### src/rtl/pwm_pkg.sv
// Shared types and default sizing for the count-driven PWM block.
// FSM states, default widths and the 100% duty constant.
package pwm_pkg;

  typedef enum logic [1:0] {
    SYNC = 2'd0,
    RUN  = 2'd1,
    ERR  = 2'd2
  } pwm_state_e;

  localparam int CNT_W_DEF      = 6;
  localparam int PERIOD_MAX_DEF = 15;
  localparam int PCNT_W_DEF     = 8;
  // A duty equal to the period length keeps the output high all period.
  localparam int DUTY_FULL      = PERIOD_MAX_DEF + 1;

endpackage

### src/rtl/pwm_from_count_count_seq_check.sv
// count_seq_check: combinational sequence check of the incoming count.
// expected is the value the count must take this cycle given last cycle's
// count; mismatch flags any other value (including a hold or an out-of-range
// count); wrap_seen marks the legal PERIOD_MAX -> 0 step.
module count_seq_check
  import pwm_pkg::*;
#(
  parameter int CNT_W      = CNT_W_DEF,
  parameter int PERIOD_MAX = PERIOD_MAX_DEF
) (
  input  logic [CNT_W-1:0] count,
  input  logic [CNT_W-1:0] count_q,
  output logic [CNT_W-1:0] expected,
  output logic             mismatch,
  output logic             wrap_seen
);

  localparam logic [CNT_W-1:0] LAST = CNT_W'(PERIOD_MAX);

  // Next legal count value and the resulting sequence verdict.
  always_comb begin
    expected  = (count_q == LAST) ? '0 : count_q + CNT_W'(1);
    mismatch  = (count != expected) || (count > LAST);
    wrap_seen = (count_q == LAST) && (count == '0);
  end

endmodule

### src/rtl/pwm_from_count.sv
// pwm_from_count: PWM generator driven by an external wrap-at-PERIOD_MAX
// counter. Duty is loaded through a valid/ready shadow register and is only
// promoted to the active duty on a period wrap. Breaks in the count sequence
// set a sticky error and force a resync on the next count==0.
//
// Handshake: a duty value transfers on a rising clk edge where
// duty_valid && duty_ready. duty_ready is high whenever the shadow register
// is empty and rst is low; duty_valid/duty_in must stay stable until the
// transfer happens.
//
// Optional build macro: PWM_FORMAL_EN adds embedded assertions (no logic
// change).
module pwm_from_count
  import pwm_pkg::*;
#(
  parameter int CNT_W      = CNT_W_DEF,
  parameter int PERIOD_MAX = PERIOD_MAX_DEF,
  parameter int PCNT_W     = PCNT_W_DEF
) (
  input  logic              clk,
  input  logic              rst,
  input  logic [CNT_W-1:0]  count,
  input  logic [CNT_W-1:0]  duty_in,
  input  logic              duty_valid,
  output logic              duty_ready,
  output logic              pwm_out,
  output logic              wrap_pulse,
  output logic              seq_err,
  output logic [PCNT_W-1:0] period_cnt,
  output logic [1:0]        state_dbg
);

  localparam logic [CNT_W-1:0] LAST = CNT_W'(PERIOD_MAX);
  localparam logic [CNT_W-1:0] FULL = CNT_W'(PERIOD_MAX + 1);

  pwm_state_e       state;
  logic [CNT_W-1:0] count_q;
  logic [CNT_W-1:0] duty_active;
  logic [CNT_W-1:0] shadow;
  logic             pending;

  logic [CNT_W-1:0] expected;
  logic             mismatch;
  logic             wrap_seen;
  logic             wrap_event;
  logic             accept;
  logic [CNT_W-1:0] duty_clamped;
  logic [CNT_W-1:0] duty_next;

  count_seq_check #(
    .CNT_W      (CNT_W),
    .PERIOD_MAX (PERIOD_MAX)
  ) u_seq (
    .count     (count),
    .count_q   (count_q),
    .expected  (expected),
    .mismatch  (mismatch),
    .wrap_seen (wrap_seen)
  );

  assign duty_ready = !pending && !rst;
  assign accept     = duty_valid && duty_ready;
  assign state_dbg  = state;

  // Period boundary: a clean PERIOD_MAX -> 0 step while running
  // (expected==0 is exactly the boundary slot of the sequence).
  always_comb begin
    wrap_event   = (state == RUN) && !mismatch && wrap_seen && (expected == '0);
    duty_clamped = (duty_in > FULL) ? FULL : duty_in;
    // On a wrap the pre-edge shadow becomes the duty for the new period,
    // so the count==0 compare already sees the new value.
    duty_next    = (wrap_event && pending) ? shadow : duty_active;
  end

  // Sequencing FSM with registered PWM, wrap pulse, error flag and period count.
  always_ff @(posedge clk or posedge rst) begin
    if (rst) begin
      state      <= SYNC;
      count_q    <= '0;
      pwm_out    <= 1'b0;
      wrap_pulse <= 1'b0;
      seq_err    <= 1'b0;
      period_cnt <= '0;
    end else begin
      count_q    <= count;
      wrap_pulse <= wrap_event;
      if (wrap_event && (period_cnt != '1)) begin
        period_cnt <= period_cnt + PCNT_W'(1);
      end
      case (state)
        SYNC: begin
          pwm_out <= 1'b0;
          if (count == '0) begin
            state <= RUN;
          end
        end
        RUN: begin
          if (mismatch) begin
            state   <= ERR;
            seq_err <= 1'b1;
            pwm_out <= 1'b0;
          end else begin
            pwm_out <= (count < duty_next);
          end
        end
        ERR: begin
          pwm_out <= 1'b0;
          state   <= SYNC;
        end
        default: begin
          pwm_out <= 1'b0;
          state   <= SYNC;
        end
      endcase
    end
  end

  // Duty shadow/active registers: load on handshake, promote on wrap only.
  always_ff @(posedge clk or posedge rst) begin
    if (rst) begin
      duty_active <= '0;
      shadow      <= '0;
      pending     <= 1'b0;
    end else begin
      duty_active <= duty_next;
      if (accept) begin
        shadow  <= duty_clamped;
        pending <= 1'b1;
      end else if (wrap_event) begin
        pending <= 1'b0;
      end
    end
  end

`ifdef PWM_FORMAL_EN
  a_count_q_range : assert property (@(posedge clk) disable iff (rst)
    (state == RUN) |-> (count_q <= LAST));
  a_wrap_single : assert property (@(posedge clk) disable iff (rst)
    wrap_pulse |=> !wrap_pulse);
  a_ready_empty : assert property (@(posedge clk) disable iff (rst)
    duty_ready |-> !pending);
  a_pwm_run_only : assert property (@(posedge clk) disable iff (rst)
    pwm_out |-> ($past(state) == RUN));
  a_duty_range : assert property (@(posedge clk) disable iff (rst)
    duty_active <= FULL);
  a_count_step : assert property (@(posedge clk) disable iff (rst)
    ((state == RUN) && !mismatch) |->
      ((count == count_q + CNT_W'(1)) || ((count_q == LAST) && (count == '0))));
`endif

endmodule

### config.mk
export PLATFORM = sky130hd
export DESIGN_NAME = pwm_from_count
export DESIGN_NICKNAME = d
export VERILOG_FILES = /design/src/rtl/pwm_pkg.sv /design/src/rtl/pwm_from_count_count_seq_check.sv /design/src/rtl/pwm_from_count.sv
export SDC_FILE = /design/constraint.sdc
export NUM_CORES = 1
export LEC_CHECK = 0
export ABC_AREA = 1
export CAP_MARGIN = 5
export CORE_AREA = 10 10 82 84
export DETAILED_ROUTE_END_ITERATION = 10
export DIE_AREA = 0 0 92 94
export DONT_BUFFER_PORTS = 1
export GPL_TIMING_DRIVEN = 0
export SLEW_MARGIN = 15
export SYNTH_ARGS = -nofsm -noshare
export SYNTH_HDL_FRONTEND = slang
export SYNTH_SLANG_ARGS = --single-unit
### constraint.sdc
create_clock -name clk -period 4 [get_ports clk]
set_clock_uncertainty 0.15 [all_clocks]
set_input_delay 1 -clock clk [delete_from_list [all_inputs] [get_ports clk]]
set_output_delay 1 -clock clk [all_outputs]
set_load 0.03 [all_outputs]
* Word level (Yosys, flattened, before mapping)
Index checks and enable logic that the tools add are counted.
** Storage, ports and cells
- Output and inout bits :: 14
- Input bits :: 15
- Register bits after elaboration :: 32
** Cells by class
- Add/subtract/negate cells :: 2
- Magnitude comparators :: 3
- Reduce and logical (&&, ||, !) cells :: 18
- Equality and inequality tests :: 6
- Muxes and demuxes :: 10
** Operator list (number)
- 6-bit two-way mux :: 3
- 6-bit logical NOT :: 2
- 8-bit by 1-bit adder with 8-bit output (second input constant) :: 1
- 1-bit logical AND :: 8
- 8-bit != test (second input constant) :: 1
- 6-bit by 1-bit adder with 6-bit output (second input constant) :: 1
- 6-bit by 4-bit == test with 1-bit output (second input constant) :: 1
- 6-bit by 4-bit > comparator with 1-bit output (second input constant) :: 1
- 6-bit by 5-bit > comparator with 1-bit output (second input constant) :: 1
- 6-bit less-than comparator :: 1
- 6-bit != test :: 1
- 1-bit two-way mux :: 4
- 2-bit two-way mux :: 2
- 2-bit != test (second input constant) :: 2
- 2-bit one-hot mux with 2 select lines :: 1
- 2-bit AND reduction :: 2
- 1-bit logical NOT :: 3
- 2-bit by 1-bit == test with 1-bit output (second input constant) :: 1
- 2-bit logical NOT :: 1
- 2-bit nonzero test :: 1
- 1-bit logical OR :: 1

* Logic depth before layout (Yosys ltp)
- Depth after elaboration :: 13
- Gate-level depth with buffers :: 18
- Gate-level depth less buffers :: 18

* Hierarchy
Synthesis repeated with hierarchy kept, for this count alone.
** Second synthesis, totals
- Cell total of the unflattened synthesis :: 198
- Area, all modules :: 1730.4 um2
** By module, submodules not included
- pwm_from_count :: seq. area each 800.8 um2, area each 1436.4 um2, instances 1, cells each 146
- count_seq_check :: seq. area each 0.0 um2, area each 294.0 um2, instances 1, cells each 52

* Worst setup path before layout
Ideal clock, no wire load.
- Kind :: input -> register
- Start point :: in count[4]
- End point :: reg pwm_out
- Arrival :: 2.668 ns
- Stages :: 15
- Path slack :: 1.105 ns
- Data required time :: 3.773 ns
- Cells stage by stage :: nor2_1 -> nand2_1 -> nor2_1 -> nand3_1 -> nor2_1 -> nand3_2 -> nor2_4 -> nand3_1 -> inv_2 -> nand2_1 -> o21ai_2 -> ha_1 -> a21oi_1 -> o211ai_1 -> a21oi_1
** On the way
- Word-level cells in the longest chain between the ends :: 11
** RTL lines
- start: declaration :: line pwm_from_count.sv:22 : input logic [CNT_W-1:0] count,
- 6-bit by 4-bit > comparator with 1-bit output or 6-bit != test (tied branches) :: line pwm_from_count_count_seq_check.sv:23 : mismatch = (count != expected) || (count > LAST);
- 1-bit logical OR :: line pwm_from_count_count_seq_check.sv:23
- 1-bit logical NOT :: line pwm_from_count.sv:68 : wrap_event = (state == RUN) && !mismatch && wrap_seen && (expected == '0);
- 1-bit logical AND (3 in a row) :: line pwm_from_count.sv:68
- 1-bit logical AND :: line pwm_from_count.sv:72 : duty_next = (wrap_event && pending) ? shadow : duty_active;
- 6-bit two-way mux :: line pwm_from_count.sv:72
- 6-bit less-than comparator :: line pwm_from_count.sv:103 : pwm_out <= (count < duty_next);
- 1-bit two-way mux * :: line pwm_from_count.sv:98 : if (mismatch) begin
- 1-bit two-way mux * :: line pwm_from_count.sv:90 : case (state)
- end signal: assignment :: line pwm_from_count.sv:103
- end: declaration :: line pwm_from_count.sv:26 : output logic pwm_out,
Mark *: on every way between the ends. The rest lies on a longest branch, timed or not.
A chain may end at the register's enable or synchronous reset.

* Worst setup path after layout
Ends and elaborated chain as after synthesis.

==> results.json <==
{
  "maxCapViolations": 0,
  "irDropWorstVdd_v": 0.000151,
  "fill_cells": 550,
  "die-width_um": 92,
  "track_usage_pct": 7.94,
  "path_depth": 15,
  "clk_pin_slew_ns": 0.06,
  "remaining_drc_errors": 0,
  "rsz0062_at_grt": "no",
  "critPathRequiredTime_ns": 4.05,
  "crit_chain": "nor2_1, nand2_1, nor2_1, nand3_1, nor2_1, nand3_2, nor2_4, nand3_1, inv_2, nand2_1, o21ai_2, ha_1, a21oi_1, o211ai_1, a21oi_1",
  "antenna_found_initial": 0,
  "postCtsSetupBuffers": 0,
  "power_density_mw_per_mm2": 351,
  "fp-row-count": 26,
  "ys_seq_area_share_pct": 48.4,
  "htreeDepth": 2,
  "wire_per_inst_um": 11.9,
  "grt_pass1_wl_mm": 5.44,
  "fin_ws_ns": 1.09,
  "routed_wl_mm": 3.18,
  "final-hold-violation-count": 0,
  "drive_gt1_share_pct": 17.8,
  "place_congestion": 0.764,
  "clockRootBuffer": "clkbuf_8",
  "ys_warn_count": 0,
  "slew_violations": 0,
  "cts_tree": "built",
  "dr.first_iter.drc_count": 40,
  "worstRegToRegCells": 17,
  "pin_count": 29,
  "timing.critical_path.buf_inv": 1,
  "hold_ws_ns": 0.329,
  "hold_class": "register to register",
  "crit_path_top_delay_cell": "ha_1",
  "max_clock_freq_mhz": 343,
  "critPathKind": "input pin to register",
  "numClockSinks": 32,
  "combPwrFrac_pct": 8.4,
  "relSlewSlack_pct": 56.7,
  "cpLargestDelayFamily": "simple AND/OR/NAND/NOR gates",
  "placed_area_mm2": 0.00174,
  "power_frac_clock_pct": 35.0,
  "arrival_ns": 2.96,
  "first_pass_iters": 4,
  "core_mm2": 0.00507,
  "postSynthCellCount": 190,
  "die_h_um": 94,
  "grt_max_degree": 33,
  "hold_depth": 2,
  "place_ws_ns": 0.802,
  "status": "finished, final reports clean",
  "ant_nets": 0,
  "final_area_mm2": 0.00182,
  "synthTopCellsByArea": "dfrtp_1, nand2_1, inv_1",
  "synth_area_leader_cell": "dfrtp_1",
  "p_switching_uw": 158,
  "worstMarginPinSlew_ns": 0.649,
  "numCtsBuffers": 5,
  "syn_nets": 213,
  "swShare_pct": 24.7,
  "post-route-period-util_pct": 72.9,
  "min_period_ns": 2.91,
  "cpPeakStageDelay_ns": 0.27,
  "clock_latency_ns": 0.28,
  "layout.nets": 220,
  "endpoint_kind": "register",
  "antenna_cells": 0,
  "start_util_pct": 32.6,
  "intPower_uw": 481,
  "dp_hpwl_mm": 2.54,
  "synth.cell_area_mm2": 0.00165,
  "yosysTopAreaCellShare_pct": 48.4,
  "ys_ff_latch": 32,
  "hold_buffers": 0,
  "yosysUniqueCellTypes": 28,
  "grt_pass1_vias": 1139,
  "vias": 1156,
  "viasPerCell": 4.33,
  "critPathLaunchType": "input pin",
  "portBuffers": 0,
  "cts.path.max_buffers": 2,
  "p_leak_nw": 0.948,
  "grt-ovfl-total": 0,
  "seqPwrFrac_pct": 56.6,
  "syn_to_final_growth_pct": 9.98,
  "syn_avg_cell_area_um2": 8.71,
  "crit_top_cell": "nor2_1",
  "setup-tns-final_ns": 0,
  "cts_resized": 0,
  "path_max_fanout": 10,
  "fp.dieArea_mm2": 0.00865,
  "finalSetupViolCount": 0
}
-- cell type report --
cell class,count,area [um2],area share (%)
clock buffer,6,72.6,3.99
inverter,38,144,7.91
sequential,32,801,44.0
multi-input combinational,120,709,39.0
tap,70,87.6,4.81
clock inverter,1,5.00,0.275
-- kinds of logic after synthesis --
logic type | Yosys count | share of synthesized area, %
flip-flops | 32 | 48.4
XOR/XNOR | 7 | 3.71
adder cells (fa/ha/maj) | 8 | 6.05
AO/OA/AOI/OAI | 15 | 5.82
buffers and inverters | 38 | 8.70
AND/OR/NAND/NOR | 90 | 27.3
-- power groups by stage --
stage | sequential, mW | combinational [mW] | clock, mW
floorplan | 0.364 | 0.0446 | 0
global placement | 0.367 | 0.0541 | 0
detailed placement | 0.368 | 0.0547 | 0
CTS | 0.362 | 0.0552 | 0.235
global route | 0.364 | 0.0644 | 0.250
finish | 0.362 | 0.0536 | 0.224
-- placed cells by master (no fill, tap or decap), types with 5 or more instances in the layout --
master    count
ha_1          8
a21oi_1       6
nand3_1      10
inv_2         8
nand2_1      42
nor2_1       12
dfrtp_1      32
o21ai_2       5
clkbuf_8      5
inv_1        29
-- routing by layer --
layer  wire length, um  up-vias  global-route usage, %
met5                 0        -                      0
met4                77        0                   4.63
met3               201        6                   3.28
met2              1520       21                   12.6
met1              1380      526                   8.75
li1                  -      603                      -
-- Yosys cell counts --
| library cell | n |
|---|---|
| nand3b_1 | 1 |
| nor3b_2 | 1 |
| clkinv_2 | 1 |
| o21ai_2 | 5 |
| nor2_2 | 2 |
| or2_2 | 2 |
| ha_1 | 8 |
| or4_1 | 1 |
| xor2_1 | 3 |
| nand4_1 | 4 |
| nand3_2 | 2 |
| nor2_4 | 2 |
| nor3_2 | 1 |
| nand4_2 | 1 |
| nor3_1 | 4 |
| inv_1 | 30 |
| dfrtp_1 | 32 |
| nand2_1 | 42 |
| a21oi_1 | 6 |
| nand2_2 | 3 |
| nor2_1 | 12 |
| o211ai_1 | 1 |
| nand2_4 | 1 |
| xnor2_1 | 4 |
| o21ai_0 | 3 |
| inv_2 | 7 |
| and2_1 | 1 |
| nand3_1 | 10 |
-- worst reg2reg max path, stage by stage (launching register included) --
cell      delay, ns
dfrtp_1        0.44
ha_1           0.32
inv_1          0.04
nand2_1        0.04
nand2_1        0.04
nor2_1         0.08
nand3_1        0.08
nor2_1         0.13
nand3_2        0.12
nor2_4         0.15
nand3_1        0.13
inv_2          0.20
nand2_1        0.10
o21ai_2        0.09
ha_1           0.27
a21oi_1        0.14
o211ai_1       0.10
a21oi_1        0.14
-- worst paths after layout --
check | endpoint | slack, ns | from
setup / recovery | pwm_out$_DFF_PP0_ | 1.09 | count[4]
hold / removal | duty_active[2]$_DFF_PP0_ | 0.33 | duty_active[2]$_DFF_PP0_
setup reg to reg | pwm_out$_DFF_PP0_ | 1.16 | count_q[0]$_DFF_PP0_
hold reg to reg | duty_active[2]$_DFF_PP0_ | 0.33 | duty_active[2]$_DFF_PP0_
max in group asynchronous | duty_active[3]$_DFF_PP0_ | 2.73 | rst
min in group asynchronous | shadow[0]$_DFFE_PP0P_ | 0.54 | rst
-- per-stage QoR --
| stage | instances | util (%) | total power, mW |
|---|---|---|---|
| floorplan | 190 | - | 0.409 |
| global placement | 260 | 34.3 | 0.421 |
| detailed placement | 260 | 34.3 | 0.422 |
| CTS | 267 | 35.8 | 0.651 |
| global route | 267 | 35.8 | 0.678 |
| finish | 267 | 35.8 | 0.639 |
-- flip-flops by register name, indices dropped and copies added (netlist names) --
name,cells
seq_err,1
shadow,6
pending,1
state_dbg,2
pwm_out,1
duty_active,6
wrap_pulse,1
count_q,6
period_cnt,8
(Power assumes the default switching activity.)
